`src/rtl/imuldiv_div_requester_pkg.sv`:
```
// rtl/imuldiv_div_requester_pkg.sv - shared divide request/response encodings
package imuldiv_div_requester_pkg;

  // Divide function encodings carried on divreq_msg_fn
  localparam logic DIV_FN_DIV  = 1'b0;
  localparam logic DIV_FN_DIVU = 1'b1;

  // Divider response field slices: {remainder, quotient}
  localparam int RESULT_W = 64;
  localparam int QUOT_LSB = 0;
  localparam int QUOT_MSB = 31;
  localparam int REM_LSB  = 32;
  localparam int REM_MSB  = 63;

  // Quotient returned for a divide by zero
  localparam logic [31:0] DZ_QUOT = 32'hFFFF_FFFF;

  typedef struct packed {
    logic        fn;
    logic [31:0] a;
    logic [31:0] b;
  } div_req_t;

  function automatic logic [31:0] result_quot(input logic [RESULT_W-1:0] r);
    return r[QUOT_MSB:QUOT_LSB];
  endfunction

  function automatic logic [31:0] result_rem(input logic [RESULT_W-1:0] r);
    return r[REM_MSB:REM_LSB];
  endfunction

endpackage

```
`src/rtl/imuldiv_div_tag_fifo.sv`:
```
// rtl/imuldiv_div_tag_fifo.sv - in-order tag FIFO for ops outstanding at the divider
module imuldiv_div_tag_fifo #(
  parameter int DEPTH = 4,
  parameter int TAG_W = 5
) (
  input  logic                     clk,
  input  logic                     reset_n,
  input  logic                     push,
  input  logic [TAG_W-1:0]         push_tag,
  input  logic                     pop,
  output logic [TAG_W-1:0]         head_tag,
  output logic                     full,
  output logic                     empty,
  output logic [$clog2(DEPTH):0]   count
);

  localparam int PTR_W = $clog2(DEPTH);
  localparam logic [PTR_W-1:0] PTR_ONE = {{(PTR_W-1){1'b0}}, 1'b1};
  localparam logic [PTR_W:0]   CNT_ONE = {{PTR_W{1'b0}}, 1'b1};
  localparam logic [PTR_W:0]   CNT_MAX = (PTR_W+1)'(DEPTH);

  logic [TAG_W-1:0] mem [DEPTH];
  logic [PTR_W-1:0] wr_ptr;
  logic [PTR_W-1:0] rd_ptr;
  logic             do_push;
  logic             do_pop;

  assign full     = (count == CNT_MAX);
  assign empty    = (count == '0);
  assign do_push  = push & ~full;
  assign do_pop   = pop & ~empty;
  assign head_tag = mem[rd_ptr];

  // Tag storage; contents are don't-care until written
  always_ff @(posedge clk) begin
    if (do_push) begin
      mem[wr_ptr] <= push_tag;
    end
  end

  // Pointers wrap naturally; count tracks occupancy including simultaneous push/pop
  always_ff @(posedge clk or negedge reset_n) begin
    if (!reset_n) begin
      wr_ptr <= '0;
      rd_ptr <= '0;
      count  <= '0;
    end else begin
      if (do_push) wr_ptr <= wr_ptr + PTR_ONE;
      if (do_pop)  rd_ptr <= rd_ptr + PTR_ONE;
      if (do_push && !do_pop)      count <= count + CNT_ONE;
      else if (do_pop && !do_push) count <= count - CNT_ONE;
    end
  end

endmodule

```
`src/rtl/imuldiv_div_requester.sv`:
```
// rtl/imuldiv_div_requester.sv - issue divide ops to the divider and return tagged results in order
module imuldiv_div_requester
  import imuldiv_div_requester_pkg::*;
#(
  parameter int TAG_W     = 5,
  parameter int DEPTH     = 4,
  parameter int DZ_BYPASS = 1
) (
  input  logic                clk,
  input  logic                reset_n,

  input  logic                op_val,
  output logic                op_rdy,
  input  logic                op_fn,
  input  logic [31:0]         op_a,
  input  logic [31:0]         op_b,
  input  logic [TAG_W-1:0]    op_tag,

  output logic                divreq_val,
  input  logic                divreq_rdy,
  output logic                divreq_msg_fn,
  output logic [31:0]         divreq_msg_a,
  output logic [31:0]         divreq_msg_b,

  input  logic                divresp_val,
  output logic                divresp_rdy,
  input  logic [RESULT_W-1:0] divresp_msg_result,

  output logic                wb_val,
  input  logic                wb_rdy,
  output logic [31:0]         wb_quot,
  output logic [31:0]         wb_rem,
  output logic [TAG_W-1:0]    wb_tag,

  output logic                err
);

  localparam int CNT_W = $clog2(DEPTH) + 1;

  div_req_t         req_msg;
  logic             req_full;
  logic             out_full;

  logic [TAG_W-1:0] fifo_head;
  logic             fifo_full;
  logic             fifo_empty;
  logic [CNT_W-1:0] fifo_count;

  logic             is_dz;
  logic             normal_rdy;
  logic             dz_rdy;
  logic             op_fire;
  logic             normal_fire;
  logic             dz_fire;
  logic             req_fire;
  logic             resp_fire;
  logic             resp_load;
  logic             wb_fire;

  // A zero divisor is answered locally only when the bypass is enabled
  assign is_dz = (DZ_BYPASS != 0) && (op_b == 32'd0);

  assign req_fire  = req_full & divreq_rdy;
  assign wb_fire   = out_full & wb_rdy;
  assign resp_fire = divresp_val & divresp_rdy;
  // Responses with nothing outstanding are swallowed without touching the output
  assign resp_load = resp_fire & ~fifo_empty;

  // Occupancy is sampled before any same-cycle pop, so a full FIFO always blocks
  assign normal_rdy = (~req_full | req_fire) & ~fifo_full;
  // Bypass results must not overtake anything older, so wait for a fully drained pipe
  assign dz_rdy     = (fifo_count == '0) & ~req_full & (~out_full | wb_fire);

  assign op_rdy      = is_dz ? dz_rdy : normal_rdy;
  assign op_fire     = op_val & op_rdy;
  assign normal_fire = op_fire & ~is_dz;
  assign dz_fire     = op_fire & is_dz;

  assign divresp_rdy = ~out_full | wb_fire;

  assign divreq_val    = req_full;
  assign divreq_msg_fn = req_msg.fn;
  assign divreq_msg_a  = req_msg.a;
  assign divreq_msg_b  = req_msg.b;

  assign wb_val = out_full;

  imuldiv_div_tag_fifo #(
    .DEPTH (DEPTH),
    .TAG_W (TAG_W)
  ) u_tag_fifo (
    .clk      (clk),
    .reset_n  (reset_n),
    .push     (normal_fire),
    .push_tag (op_tag),
    .pop      (resp_load),
    .head_tag (fifo_head),
    .full     (fifo_full),
    .empty    (fifo_empty),
    .count    (fifo_count)
  );

  // Request stage: hold the message until the divider takes it, reload on back-to-back issue
  always_ff @(posedge clk or negedge reset_n) begin
    if (!reset_n) begin
      req_full <= 1'b0;
      req_msg  <= '0;
    end else if (normal_fire) begin
      req_full <= 1'b1;
      req_msg  <= '{fn: op_fn, a: op_a, b: op_b};
    end else if (req_fire) begin
      req_full <= 1'b0;
    end
  end

  // Output stage: bypass result or divider result, held until writeback accepts
  always_ff @(posedge clk or negedge reset_n) begin
    if (!reset_n) begin
      out_full <= 1'b0;
      wb_quot  <= '0;
      wb_rem   <= '0;
      wb_tag   <= '0;
    end else if (dz_fire) begin
      out_full <= 1'b1;
      wb_quot  <= DZ_QUOT;
      wb_rem   <= op_a;
      wb_tag   <= op_tag;
    end else if (resp_load) begin
      out_full <= 1'b1;
      wb_quot  <= result_quot(divresp_msg_result);
      wb_rem   <= result_rem(divresp_msg_result);
      wb_tag   <= fifo_head;
    end else if (wb_fire) begin
      out_full <= 1'b0;
    end
  end

  // Sticky flag for a divider response that has no outstanding op
  always_ff @(posedge clk or negedge reset_n) begin
    if (!reset_n) begin
      err <= 1'b0;
    end else if (divresp_val && fifo_empty) begin
      err <= 1'b1;
    end
  end

endmodule

```
`config.mk`:
```
export PLATFORM = sky130hd
export DESIGN_NAME = imuldiv_div_requester
export DESIGN_NICKNAME = d
export VERILOG_FILES = /design/src/rtl/imuldiv_div_requester_pkg.sv /design/src/rtl/imuldiv_div_tag_fifo.sv /design/src/rtl/imuldiv_div_requester.sv
export SDC_FILE = /design/constraint.sdc
export NUM_CORES = 1
export LEC_CHECK = 0
export CORE_ASPECT_RATIO = 1.25
export CORE_UTILIZATION = 49
export CTS_CLUSTER_DIAMETER = 200
export CTS_CLUSTER_SIZE = 8
export DETAILED_ROUTE_END_ITERATION = 8
export DONT_BUFFER_PORTS = 1
export PLACE_DENSITY = 0.72
export SLEW_MARGIN = 20
export SYNTH_ARGS = -nofsm -noshare
export SYNTH_HDL_FRONTEND = slang
export SYNTH_SLANG_ARGS = --single-unit
```
`constraint.sdc`:
```
create_clock -name clk -period 5.6 [get_ports clk]
set_input_delay 0.84 -clock clk [delete_from_list [all_inputs] [get_ports clk]]
set_output_delay 0.84 -clock clk [all_outputs]
set_load 0.01 [all_outputs]
```
Yosys cells after proc, flatten, opt, wreduce, memory -nomap -nowiden
Memory sizes are Yosys's and may differ from the RTL's.
Cells that the tools add are included.
Word-level totals
  flip-flop bits (word level): 144
  output and inout port bits: 139
  logic and storage cells: 64
  bits in writable memories: 20
  bits of input ports: 140
  memories: 1
Operators by class
  eq/ne operators: 1
  reductions and logical operators: 11
  muxes and demuxes: 16
  bitwise logic cells: 19
  $add $sub $neg: 4
Memory list
  u_tag_fifo.mem: depth 4, bits a word 5, rd ports 1, clocked after Yosys merged registers in 0, wr ports 1, line imuldiv_div_tag_fifo.sv:22  | logic [TAG_W-1:0] mem [DEPTH];
Operators with widths (count)
  32-bit two-way mux: 4
  32-bit logical NOT: 1
  1-bit bitwise AND: 12
  5-bit two-way mux: 2
  1-bit two-way mux: 8
  3-bit two-way mux: 2
  2-bit nonzero test: 3
  1-bit NOT: 5
  2-bit by 1-bit adder with 2-bit output (second input constant): 2
  3-bit by 1-bit adder with 3-bit output (second input constant): 1
  3-bit equality test (second input constant): 1
  1-bit logical AND: 3
  3-bit logical NOT: 1
  3-bit nonzero test: 1
  3-bit by 1-bit subtractor with 3-bit output (second input constant): 1
  1-bit logical NOT: 2
  1-bit bitwise OR: 2

Logic depth before layout (Yosys ltp)
  word-level depth: 11
  mapped depth: 11
  depth with buffers taken out: 10

By module
Synthesis repeated with hierarchy kept, for this count alone.
Second synthesis, totals
  cell total of the unflattened synthesis: 486
  area total of the unflattened synthesis: 7054.3 sq um
By module, submodules not included
  imuldiv_div_requester: area an instance 5893.2 sq um, sequential area each 3428.3 sq um, cells an instance 424, times used 1
  imuldiv_div_tag_fifo: area an instance 1161.1 sq um, sequential area each 775.7 sq um, cells an instance 62, times used 1

Worst setup path before layout
No wires, ideal clock.
  path kind: input-to-reg
  from: input port op_b[2]
  to: register u_tag_fifo.count[1]
  path slack: 2.646 ns
  stages on the path: 9
  arrival time: 2.829 ns
  setup time: 0.125 ns
  required time: 5.475 ns
  buffers on the path: 1
  cell sequence: nor4_1 -> nand4_1 -> o211ai_4 -> buf_6 -> inv_1 -> ha_1 -> inv_1 -> fa_1 -> mux2_2
Between the ends
  word-level cells in the longest chain between the ends: 8
  elaborated cells between the ends (all ways): 11
  classes of those cells: mux (2); bitwise (4); reduce/logical (5)
RTL lines
  start: declaration: line imuldiv_div_requester.sv:16  | input logic [31:0] op_b,
  32-bit logical NOT (*): line imuldiv_div_requester.sv:61  | assign is_dz = (DZ_BYPASS != 0) && (op_b == 32'd0);
  1-bit two-way mux: line imuldiv_div_requester.sv:74  | assign op_rdy = is_dz ? dz_rdy : normal_rdy;
  1-bit bitwise AND: line imuldiv_div_requester.sv:75  | assign op_fire = op_val & op_rdy;
  1-bit bitwise AND (*): line imuldiv_div_requester.sv:76  | assign normal_fire = op_fire & ~is_dz;
  1-bit bitwise AND (*): line imuldiv_div_tag_fifo.sv:30  | assign do_push = push & ~full;
  net u_tag_fifo.do_push: line imuldiv_div_tag_fifo.sv:25  | logic do_push;
  1-bit logical NOT: line imuldiv_div_tag_fifo.sv:51  | else if (do_pop && !do_push) count <= count - CNT_ONE;
  1-bit logical AND: line imuldiv_div_tag_fifo.sv:51
  2-bit nonzero test (no source line)
  end signal: assignment: line imuldiv_div_tag_fifo.sv:50  | if (do_push && !do_pop) count <= count + CNT_ONE;
  end signal: assignment: line imuldiv_div_tag_fifo.sv:51
  end: declaration: line imuldiv_div_tag_fifo.sv:14  | output logic [$clog2(DEPTH):0] count
Mark *: on every way through the listed nets, which the timed path passes. The rest lies on a longest branch.
A chain may end at the register's enable or synchronous reset.

Worst setup path after layout
  from: register out_full, in the netlist wb_val
  to: register u_tag_fifo.count[1]
Between the ends
  word-level cells in the longest chain between the ends: 10
  elaborated cells between the ends (all ways): 17
  classes of those cells: mux (2); bitwise (10); reduce/logical (5)
RTL lines
  start: declaration: line imuldiv_div_requester.sv:42  | logic out_full;
  start signal: assignment: line imuldiv_div_requester.sv:119  | out_full <= 1'b0;
  start signal: assignment: line imuldiv_div_requester.sv:124  | out_full <= 1'b1;
  start signal: assignment: line imuldiv_div_requester.sv:129  | out_full <= 1'b1;
  1-bit bitwise AND / 1-bit NOT (equally long branches): line imuldiv_div_requester.sv:64, imuldiv_div_requester.sv:79
  1-bit bitwise OR (*): line imuldiv_div_requester.sv:79  | assign divresp_rdy = ~out_full | wb_fire;
  net divresp_rdy: line imuldiv_div_requester.sv:26  | output logic divresp_rdy,
  1-bit bitwise AND: line imuldiv_div_requester.sv:72  | assign dz_rdy = (fifo_count == '0) & ~req_full & (~out_full | wb_fire);
  1-bit two-way mux: line imuldiv_div_requester.sv:74
  1-bit bitwise AND: line imuldiv_div_requester.sv:75
  1-bit bitwise AND: line imuldiv_div_requester.sv:76
  1-bit bitwise AND: line imuldiv_div_tag_fifo.sv:30
  1-bit logical NOT: line imuldiv_div_tag_fifo.sv:51
  1-bit logical AND: line imuldiv_div_tag_fifo.sv:51
  2-bit nonzero test (no source line)
Marks and branches as above.

==> out/results.tsv <==
stage	metric	value	unit
worst_hold_path	hp-class	primary input to async pin	
worst_setup_path	worstSetupPathType	flop to flop	
clock_tree	cts_tree	yes	
detailed_routing	top_layer	met4	
die	die_x	106.5	µm
finish	antenna_cells	0	
clock_tree	htree_levels	4	
pwr	p_comb_frac	0.196	
die	start_util	0.5030	
detailed_routing	routed-wl-met3	1212	µm
sta	hold_viol	0	
die	dieArea	14120	µm²
detailed_routing	viasPerCell	5.882	
grt	grt_pass1_vias	4239	
worst_setup_path	r2r_setup_slack	2.52	ns
finish	nNetsFinal	633	
synth	synth-compound-area-share	0.06363	
clock_tree	clk-insertion-delay-late	0.41	ns
worst_setup_path	cp_data_arrival_time	3.37	ns
pwr	power.internal	2.736	mW
die	dieHeight	132.6	µm
pwr	switching_power	1.434	mW
finish	layout.cells.non_filler	671	
sta	final-setup-viol-count	0	
pwr	power	4.170	mW
pwr	powerDensity	570.4	nW/µm²
synth	synth_mux_area_frac	0.1297	
synth	synth_nets	640	
clock_tree	cts_buffers	17	
flow_run	max_cap_viol_count	0	
clock_tree	clock-sinks	164	
pwr	p_leak	3.154	nW
synth	syn_area	6685	µm²
clock_tree	clk_pin_slew	0.07	ns
placement	placed_cell_area	6754	µm²
run_status	outcome	complete, no violations	
grt	globalRouteTotalUtil	0.2090	
placement	portBuffers	0	
detailed_routing	wl_per_cell	21.63	µm
pwr	irDropWorstVdd	0.0002824	V
grt	gr-total-overflow	0	
placement	gp_congestion	0.8051	
synth	synth_cells	494	
clock_tree	ctsResizeCount	0	
synth	avgSynthCellArea	13.53	µm²
sta	final.setup.tns	0	ns
sta	rsz0062_at_grt	no	
worst_setup_path	critPathRequiredTime	5.89	ns
placement	place_inst	639	
die	core	13290	µm²
synth	yosysSeqAreaShare	0.6289	
clock_tree	cts.hold.buffers_added	0	
sta	relSlewSlack	0.3705	
finish	syn_to_final_growth	9.339	%
detailed_routing	vias	3947	
detailed_routing	drc	0	
placement	post-dp-hpwl	10140	µm
synth	synth-simple-area-share	0.1228	
pwr	clockPowerShare	0.261	
detailed_routing	met1_length	5584	µm
clock_tree	cts_buffer_depth	2	
sta	max_freq	0.3252	GHz
sta	worstMarginPinSlew	0.9384	ns
finish	layout-drive-gt1-share	0.2100	
synth	synth_cell_types	35	
synth	ys_async_sr_fraction	0.8780	
pwr	p_sw_frac	0.3438	
clock_tree	cts_setup_buffers	0	
grt	grt_max_degree	145	
synth	synth_top_family_by_area	multiplexers	
detailed_routing	first_pass_iters	5	
grt	grt_antenna_before_repair	0	
synth	ys.flop_type	dfrtp_1	
sta	drv_slew	0	
synth	synthAdderAreaFrac	0.01235	
detailed_routing	dr_wl_met2	7501	µm
pwr	p_seq_frac	0.544	
finish	fin_area	7310	µm²
detailed_routing	wl	14520	µm
sta	fin_crit	3.075	ns
finish	final_common_cell	dfrtp_1	
finish	final_cell_mix	144 x dfrtp_1, 67 x nand2_1, 59 x mux2_2, 37 x a221o_1, 33 x nand3_1	
worst_setup_path	cp_max_fo	34	
worst_setup_path	crit_path_end_kind	flop	
sta	finalCritPeriodShare	0.5492	
synth	synthXorXnorAreaFrac	0.007861	
die	ios	279	
die	rows	47	
detailed_routing	drt_iter0_drc	204	
synth	synth-seq-cells	164	
synth	synth-edff-count	20	
finish	fillers	1107	
sta	skew	0.01015	ns
clock_tree	root_buffer	clkbuf_16	
worst_setup_path	cp-start-kind	flop	
synth	yosysWarnings	0	
grt	grt_pass1_wl	22670	µm
detailed_routing	antenna_left	0	
-- layout make-up --
type,count,area (µm²),share of cell area
sequential,164,4204,0.5751
tap,171,214.0,0.02927
timing repair buffer,5,37.54,0.005135
clock inverter,13,112.6,0.01541
clock buffer,19,442.9,0.06060
inverter,10,37.54,0.005135
multi-input combinational,289,2261,0.3093
-- registers in the layout (all words and copies together) (netlist names), 3 cells and up --
register and count:
wb_rem 32, u_tag_fifo.count 3, wb_tag 5, divreq_msg_a 32, divreq_msg_b 32, wb_quot 32, u_tag_fifo.mem 20
-- logic make-up (layout without fill, tap and decap cells) --
| group | Yosys count | count (layout) |
|---|---|---|
| xor gates and xnor gates | 6 | 6 |
| buffers and inverters | 41 | 47 |
| muxes | 72 | 72 |
| AOI/OAI and AO/OA | 42 | 42 |
| DFF | 164 | 164 |
| and+or+nand+nor | 163 | 163 |
| adders and majority gates | 6 | 6 |
-- per-layer routing --
layer  global-route usage  up-vias
met1               0.2525     1987
li1                     -     1749
met4              0.07230        0
met5                    0        -
met2               0.3539      194
met3              0.06404       17
-- cells in the mapped netlist, drive strengths merged (2+ instances only) --
| master | n | area [µm²] |
|---|---|---|
| buf | 18 | 146.4 |
| mux2 | 67 | 754.5 |
| a221o | 37 | 370.4 |
| mux4 | 5 | 112.6 |
| edfxtp | 20 | 600.6 |
| nor2 | 6 | 22.52 |
| nand2 | 67 | 251.5 |
| nand2b | 2 | 12.51 |
| nor4 | 8 | 50.05 |
| inv | 9 | 33.78 |
| and2 | 37 | 231.5 |
| and4 | 3 | 26.28 |
| clkbuf | 13 | 48.80 |
| nand4 | 3 | 18.77 |
| xor2 | 2 | 17.52 |
| nand3 | 33 | 165.2 |
| ha | 5 | 62.56 |
| dfrtp | 144 | 3603 |
| xnor2 | 4 | 35.03 |
-- path summary, 6_finish.rpt --
path | start | cells past startpoint | to
min in group clk | u_tag_fifo.count[2] | 1 | u_tag_fifo.count[2]
worst max-delay path | wb_val | 7 | u_tag_fifo.count[1]
worst min-delay path | reset_n | 0 | wb_tag[2]
worst min register to register | u_tag_fifo.count[2] | 1 | u_tag_fifo.count[2]
max in group asynchronous | reset_n | 0 | divreq_msg_a[12]
worst max register to register | wb_val | 7 | u_tag_fifo.count[1]
-- critical path: stages (launching register included) --
cell and delay (ns):
dfrtp_1 0.44, nand2b_1 0.23, and3_2 0.23, clkinv_1 0.72, ha_1 0.58, inv_1 0.08, fa_1 0.41, mux2_2 0.27
-- power groups by stage --
stage / Sequential [mW] / Combinational [mW] / Clock [mW]
after global routing: 2.31 / 0.908 / 1.16
after global placement: 2.27 / 0.780 / 0
final: 2.27 / 0.816 / 1.09
after floorplan: 2.14 / 0.751 / 0
after CTS: 2.27 / 0.830 / 1.11
after detailed placement: 2.29 / 0.831 / 0
-- per-stage QoR --
stage,worst slack [ns],hold WS (ns),utilization
5_1_grt,2.366,0.08584,0.5500
3_5_place_dp,2.093,0.5035,0.5082
2_1_floorplan,2.646,0.4640,-
3_3_place_gp,2.168,0.4847,0.5082
6_report,2.525,0.1143,0.5500
4_1_cts,2.508,0.09563,0.5500
No activity file was read; power rests on OpenSTA's default activity.
